## config.mk

```make
export PLATFORM = sky130hd
export DESIGN_NAME = bus_bridge_slave
export DESIGN_NICKNAME = d
export VERILOG_FILES = /design/src/rtl/bus_pkg.sv /design/src/rtl/bridge_serdes.sv /design/src/rtl/bus_bridge_slave.sv
export SDC_FILE = /design/constraint.sdc
export NUM_CORES = 1
export LEC_CHECK = 0
export ABC_AREA = 1
export BUFFER_PORTS_ARGS = -buffer_cell sky130_fd_sc_hd__buf_2
export CORE_AREA = 8 8 68 70
export CTS_CLUSTER_SIZE = 30
export DETAILED_ROUTE_END_ITERATION = 6
export DIE_AREA = 0 0 76 78
export HOLD_SLACK_MARGIN = 0.05
export PLACE_DENSITY = 0.76
export SLEW_MARGIN = 20
export SYNTH_ARGS = -nofsm -noshare
export SYNTH_HDL_FRONTEND = slang
export SYNTH_SLANG_ARGS = --single-unit
```

## constraint.sdc

```tcl
create_clock -name clk -period 2.3 [get_ports clk]
set_clock_uncertainty 0.05 [all_clocks]
set_input_delay 0.115 -clock clk [delete_from_list [all_inputs] [get_ports clk]]
set_output_delay 0.115 -clock clk [all_outputs]
set_load 0.03 [all_outputs]
```

## src/rtl/bus_pkg.sv

```systemverilog
// Shared serial-bus definitions: frame mode encodings, the bridge slave FSM state type and a
// helper that sizes the bit counters.
package bus_pkg;

    localparam logic MODE_READ  = 1'b0;
    localparam logic MODE_WRITE = 1'b1;

    typedef enum logic [2:0] {
        IDLE,
        ADDR,
        WDATA,
        REQ,
        WAIT_RSP,
        RDATA
    } bridge_slave_state_t;

    // Counter wide enough to index the longer of the two fields, never narrower than one bit.
    function automatic int unsigned cnt_width(input int unsigned a, input int unsigned b);
        int unsigned m;
        m = (a > b) ? a : b;
        return (m > 1) ? $clog2(m) : 1;
    endfunction

endpackage

```

## src/rtl/bridge_serdes.sv

```systemverilog
// Right-shifting register with a bit counter. Serial-in bits enter at the MSB so an LSB-first
// stream lands in place after WIDTH shifts; serial-out is par_out[0] while shifting.
module bridge_serdes #(
    parameter int unsigned WIDTH = 8,
    parameter int unsigned CNT_W = 4
) (
    input  logic             clk,
    input  logic             rstn,
    input  logic             clr,
    input  logic             load,
    input  logic             shift,
    input  logic             ser_in,
    input  logic [WIDTH-1:0] par_in,
    output logic [WIDTH-1:0] par_out,
    output logic [CNT_W-1:0] cnt
);

    logic [WIDTH-1:0] data_q, data_d;
    logic [CNT_W-1:0] cnt_q, cnt_d;

    always_comb begin
        data_d = data_q;
        cnt_d  = cnt_q;
        if (load) begin
            data_d = par_in;
            cnt_d  = '0;
        end else if (shift) begin
            data_d = {ser_in, data_q[WIDTH-1:1]};
            cnt_d  = cnt_q + 1'b1;
        end
        // Clear wins so the final shift of a field leaves the counter at zero for the next one.
        if (clr) begin
            cnt_d = '0;
        end
    end

    always_ff @(posedge clk or negedge rstn) begin
        if (!rstn) begin
            data_q <= '0;
            cnt_q  <= '0;
        end else begin
            data_q <= data_d;
            cnt_q  <= cnt_d;
        end
    end

    assign par_out = data_q;
    assign cnt     = cnt_q;

endmodule

```

## src/rtl/bus_bridge_slave.sv

```systemverilog
// Serial-bus slave endpoint for the bus bridge: collects a frame into one parallel request to the
// remote side and streams the read response back, optionally releasing the bus while it waits.
module bus_bridge_slave
    import bus_pkg::*;
#(
    parameter int unsigned ADDR_WIDTH = 12,
    parameter int unsigned DATA_WIDTH = 8,
    parameter bit          SPLIT_EN   = 1'b1
) (
    input  logic                  clk,
    input  logic                  rstn,
    input  logic                  mode,
    input  logic                  wr_bus,
    input  logic                  master_valid,
    input  logic                  master_ready,
    output logic                  rd_bus,
    output logic                  slave_ready,
    output logic                  slave_valid,
    output logic                  split,
    output logic                  req_valid,
    input  logic                  req_ready,
    output logic                  req_write,
    output logic [ADDR_WIDTH-1:0] req_addr,
    output logic [DATA_WIDTH-1:0] req_wdata,
    input  logic                  rsp_valid,
    input  logic [DATA_WIDTH-1:0] rsp_rdata
);

    localparam int unsigned      CNT_W     = cnt_width(ADDR_WIDTH, DATA_WIDTH);
    localparam logic [CNT_W-1:0] ADDR_LAST = CNT_W'(ADDR_WIDTH - 1);
    localparam logic [CNT_W-1:0] DATA_LAST = CNT_W'(DATA_WIDTH - 1);

    bridge_slave_state_t state_q, state_d;
    logic                mode_q, mode_d;

    logic                  addr_shift, addr_clr;
    logic                  data_shift, data_clr, data_load, data_ser_in;
    logic [CNT_W-1:0]      addr_cnt, data_cnt;
    logic [ADDR_WIDTH-1:0] addr_par;
    logic [DATA_WIDTH-1:0] data_par;

    always_comb begin
        state_d     = state_q;
        mode_d      = mode_q;
        addr_shift  = 1'b0;
        addr_clr    = 1'b0;
        data_shift  = 1'b0;
        data_clr    = 1'b0;
        data_load   = 1'b0;
        data_ser_in = 1'b0;
        slave_ready = 1'b0;
        slave_valid = 1'b0;
        split       = 1'b0;
        req_valid   = 1'b0;
        unique case (state_q)
            IDLE: begin
                slave_ready = 1'b1;
                if (master_valid) begin
                    mode_d     = mode;
                    addr_shift = 1'b1;
                    state_d    = ADDR;
                end
            end
            ADDR: begin
                slave_ready = 1'b1;
                if (master_valid) begin
                    addr_shift = 1'b1;
                    if (addr_cnt == ADDR_LAST) begin
                        addr_clr = 1'b1;
                        state_d  = (mode_q == MODE_WRITE) ? WDATA : REQ;
                    end
                end
            end
            WDATA: begin
                slave_ready = 1'b1;
                if (master_valid) begin
                    data_shift  = 1'b1;
                    data_ser_in = wr_bus;
                    if (data_cnt == DATA_LAST) begin
                        data_clr = 1'b1;
                        state_d  = REQ;
                    end
                end
            end
            REQ: begin
                req_valid = 1'b1;
                if (req_ready) begin
                    state_d = (mode_q == MODE_WRITE) ? IDLE : WAIT_RSP;
                end
            end
            WAIT_RSP: begin
                split = SPLIT_EN;
                if (rsp_valid) begin
                    data_load = 1'b1;
                    state_d   = RDATA;
                end
            end
            RDATA: begin
                slave_valid = 1'b1;
                if (master_ready) begin
                    data_shift = 1'b1;
                    if (data_cnt == DATA_LAST) begin
                        data_clr = 1'b1;
                        state_d  = IDLE;
                    end
                end
            end
            default: state_d = IDLE;
        endcase
    end

    always_ff @(posedge clk or negedge rstn) begin
        if (!rstn) begin
            state_q <= IDLE;
            mode_q  <= MODE_READ;
        end else begin
            state_q <= state_d;
            mode_q  <= mode_d;
        end
    end

    // The IDLE-cycle shift captures address bit 0, so the counter enters ADDR at one.
    bridge_serdes #(
        .WIDTH (ADDR_WIDTH),
        .CNT_W (CNT_W)
    ) u_addr_serdes (
        .clk     (clk),
        .rstn    (rstn),
        .clr     (addr_clr),
        .load    (1'b0),
        .shift   (addr_shift),
        .ser_in  (wr_bus),
        .par_in  ('0),
        .par_out (addr_par),
        .cnt     (addr_cnt)
    );

    // Shared between inbound write data and the outbound read response.
    bridge_serdes #(
        .WIDTH (DATA_WIDTH),
        .CNT_W (CNT_W)
    ) u_data_serdes (
        .clk     (clk),
        .rstn    (rstn),
        .clr     (data_clr),
        .load    (data_load),
        .shift   (data_shift),
        .ser_in  (data_ser_in),
        .par_in  (rsp_rdata),
        .par_out (data_par),
        .cnt     (data_cnt)
    );

    assign rd_bus    = slave_valid & data_par[0];
    assign req_write = mode_q;
    assign req_addr  = addr_par;
    assign req_wdata = data_par;

endmodule

```

==> results.md <==
- Outcome: finished clean
- Reg-to-reg slack, setup: 0.21 ns
- First-pass DRT Iterations: 4
- Largest net degree at the start of global routing: 33
- ANT cells: 0
- Die area: 0.00593 mm²
- Mapped Area: 0.00170 mm²
- Most common cell after layout, fill and taps aside: nand2_1
- Post-DP HPWL: 2.67 mm
- Worst-path fanout max: 12
- Post-CTS setup buffers: 0
- Total wire length: 3.78 mm
- Dominant cell type by area after synthesis: dfrtp_1
- Final hold vios: 0
- Ports: 42
- Antenna violations before repair: 0
- Period minus WS final: 2.09 ns
- Setup TNS: 0 ns
- Synthesized netlist cell count: 208
- Placed Instances: 291
- Synth Warn #: 0
- Routed WL per cell: 12.1 µm
- GR Util All Layers: 0.137
- Ranking of synthesized cells by area: dfrtp_1 47%, nand2_1 18%, nand3_1 5.9%, o21ai_0 5.3%, inv_1 3.5%
- RSZ-0062 raised after global routing: no
- Tcrit/Tclk final: 0.911
- Reg clk slew, reported paths: 0.10 ns
- Residual DRC: 0
- Max-cap violations: 0
- Crit path buf inv count: 2
- Endpoints failing setup: 0
- Hold WC Path Type: primary input to flip-flop
- Final non-filler cell total: 311
- Routed via count: 1493
- FP Rows: 22
- Layout Nets: 280
- Synth Area per Inst: 8.19 µm²
- Vias in the first global route: 1574
- Max-slew violations: 0
- Root Driver: clkbuf_4
- Slowest CP cell: dfrtp_1
- Hold Crit Depth: 4
- First-pass GRT wire length: 6.83 mm
- Syn_nets: 226
- Chip Height: 78 µm
- Iter 0 DRT Violations: 109
- Clock Latency Late Sink: 0.33 ns
- Worst EP required: 2.52 ns
- Fmax: 0.477 GHz
- Clock Sinks: 32
- Critical Path Source Type: flip-flop
- Power per Cell Area: 1350 mW/mm²
- TritonCTS clock tree: built
- CTS max path bufs: 2
- Share of cells above drive strength 1: 0.247
- Delay of the slowest critical-path stage: 0.62 ns
- Routability cong.: 0.814
- Die X: 76 µm
- CTS Buf Count: 5
- Kind of cell adding the most delay to the critical path: buffers and inverters
- Synth top area share: 0.470
- VDD IR max: 0.000853 V
- FF-to-FF path depth: 7
- Yosys cell types: 25
- Register bit total from synthesis: 32
- H-tree levels: 2
- Crit Path Category: flip-flop to flip-flop
- Core Box Area: 0.00355 mm²
- Post-synthesis sequential area ratio: 0.470
- Area growth, synth to finish: 23.1%
- Worst setup EP type: flip-flop
- I/O Buffers: 41
- Levels on crit path: 7
- Routed vias/inst: 4.80
- Antenna-violating nets left: 0
- Worst Tran Pin Value: 0.709 ns
- Slew HR: 0.527
- Initial Utilization: 0.480
- Commonest cells after routing, fill and taps aside: 80 x nand2_1, 41 x buf_2, 31 x dfrtp_1
- Leak Pwr: 1.18 nW
- Worst path cell trace: inv_1 > nand4_4 > nand2_4 > nor2_4 > nand2_1 > nand3_1 > dlygate4sd3_1
- Critical path arrival: 2.32 ns
- GRT overflow: 0
==> power by group <==
part	switching (mW)	internal (mW)	leakage (nW)	total, mW
registers	0.256	0.809	0.412	1.07
clock network	0.187	0.151	0.0326	0.337
logic	0.956	0.468	0.733	1.42
total	1.40	1.43	1.18	2.83
==> logic make-up after synthesis <==
kind of cell / Yosys count / synth area share
flip-flops: 32 / 0.470
multiplexers: 1 / 0.00661
adder cells (fa/ha/maj): 2 / 0.0147
AND/OR/NAND/NOR: 120 / 0.349
AO/OA/AOI/OAI: 25 / 0.0749
XOR/XNOR: 1 / 0.00514
buffers and inverters: 27 / 0.0800
==> through the flow <==
| step | worst slack, ns | hold WS [ns] | total power [mW] | util | instance area [µm²] |
|---|---|---|---|---|---|
| after floorplan | 0.880 | -0.231 | 2.15 | - | 1700 |
| after global placement | 0.661 | 0.158 | 2.44 | 0.540 | 1920 |
| after detailed placement | 0.597 | 0.162 | 2.47 | 0.540 | 1920 |
| after CTS | 0.180 | 0.131 | 2.85 | 0.590 | 2100 |
| after global routing | 0.0558 | 0.146 | 3.08 | 0.591 | 2100 |
| final | 0.205 | 0.140 | 2.83 | 0.591 | 2100 |
==> area by class of cell <==
type,count,area (µm²)
Inverter,21,83.8
Multi-Input combinational cell,149,767
Tap cell,48,60.1
Fill cell,315,1450
Timing Repair Buffer,53,325
Sequential cell,32,802
Clock buffer,8,58.8
==> cells in the mapped netlist (all sizes together) <==
library cell,count
clkbuf,1
dfrtp,32
o21ai,20
a21oi,4
inv,21
nand2,83
o21a,1
mux2,1
nand4,1
nor2,11
buf,5
nand3,23
ha,2
xnor2,1
or2,2
==> state kept, by name (all words and copies together), names as in the netlist <==
signal                 count
req_write                  1
state_q                    3
u_addr_serdes.cnt          4
u_addr_serdes.par_out     12
u_data_serdes.cnt          4
u_data_serdes.par_out      8
==> metal layers <==
metal | wire (µm) | global-route usage
met4 | 20 | 0.0471
met3 | 221 | 0.0484
met5 | 0 | 0
met2 | 1740 | 0.224
met1 | 1800 | 0.164
==> worst reg2reg max path, cell delays in order (launching register included) <==
cell and delay [ns]:
dfrtp_1 0.62, inv_1 0.17, nand4_4 0.17, nand2_4 0.08
nor2_4 0.24, nand2_1 0.08, nand3_1 0.08, dlygate4sd3_1 0.56
==> what timing repair did <==
| item | CTS | global route |
|---|---|---|
| setup endpoints to repair | 0 | 1 |
| hold endpoints to repair | 42 | 0 |
| resized for setup | 0 | 1 |
| hold buffers | 12 | 0 |
==> final timing paths <==
check,startpoint,end
max,state_q[0]$_DFFE_PN0P_,u_data_serdes.par_out[7]$_DFFE_PN0P_
min,master_ready,u_data_serdes.par_out[0]$_DFFE_PN0P_
max reg2reg,state_q[0]$_DFFE_PN0P_,u_data_serdes.par_out[7]$_DFFE_PN0P_
min reg2reg,u_addr_serdes.par_out[4]$_DFFE_PN0P_,u_addr_serdes.par_out[3]$_DFFE_PN0P_
max in group asynchronous,rstn,state_q[1]$_DFFE_PN0P_
min in group asynchronous,rstn,u_addr_serdes.cnt[3]$_DFFE_PN0P_
(Power assumes the default switching activity.)
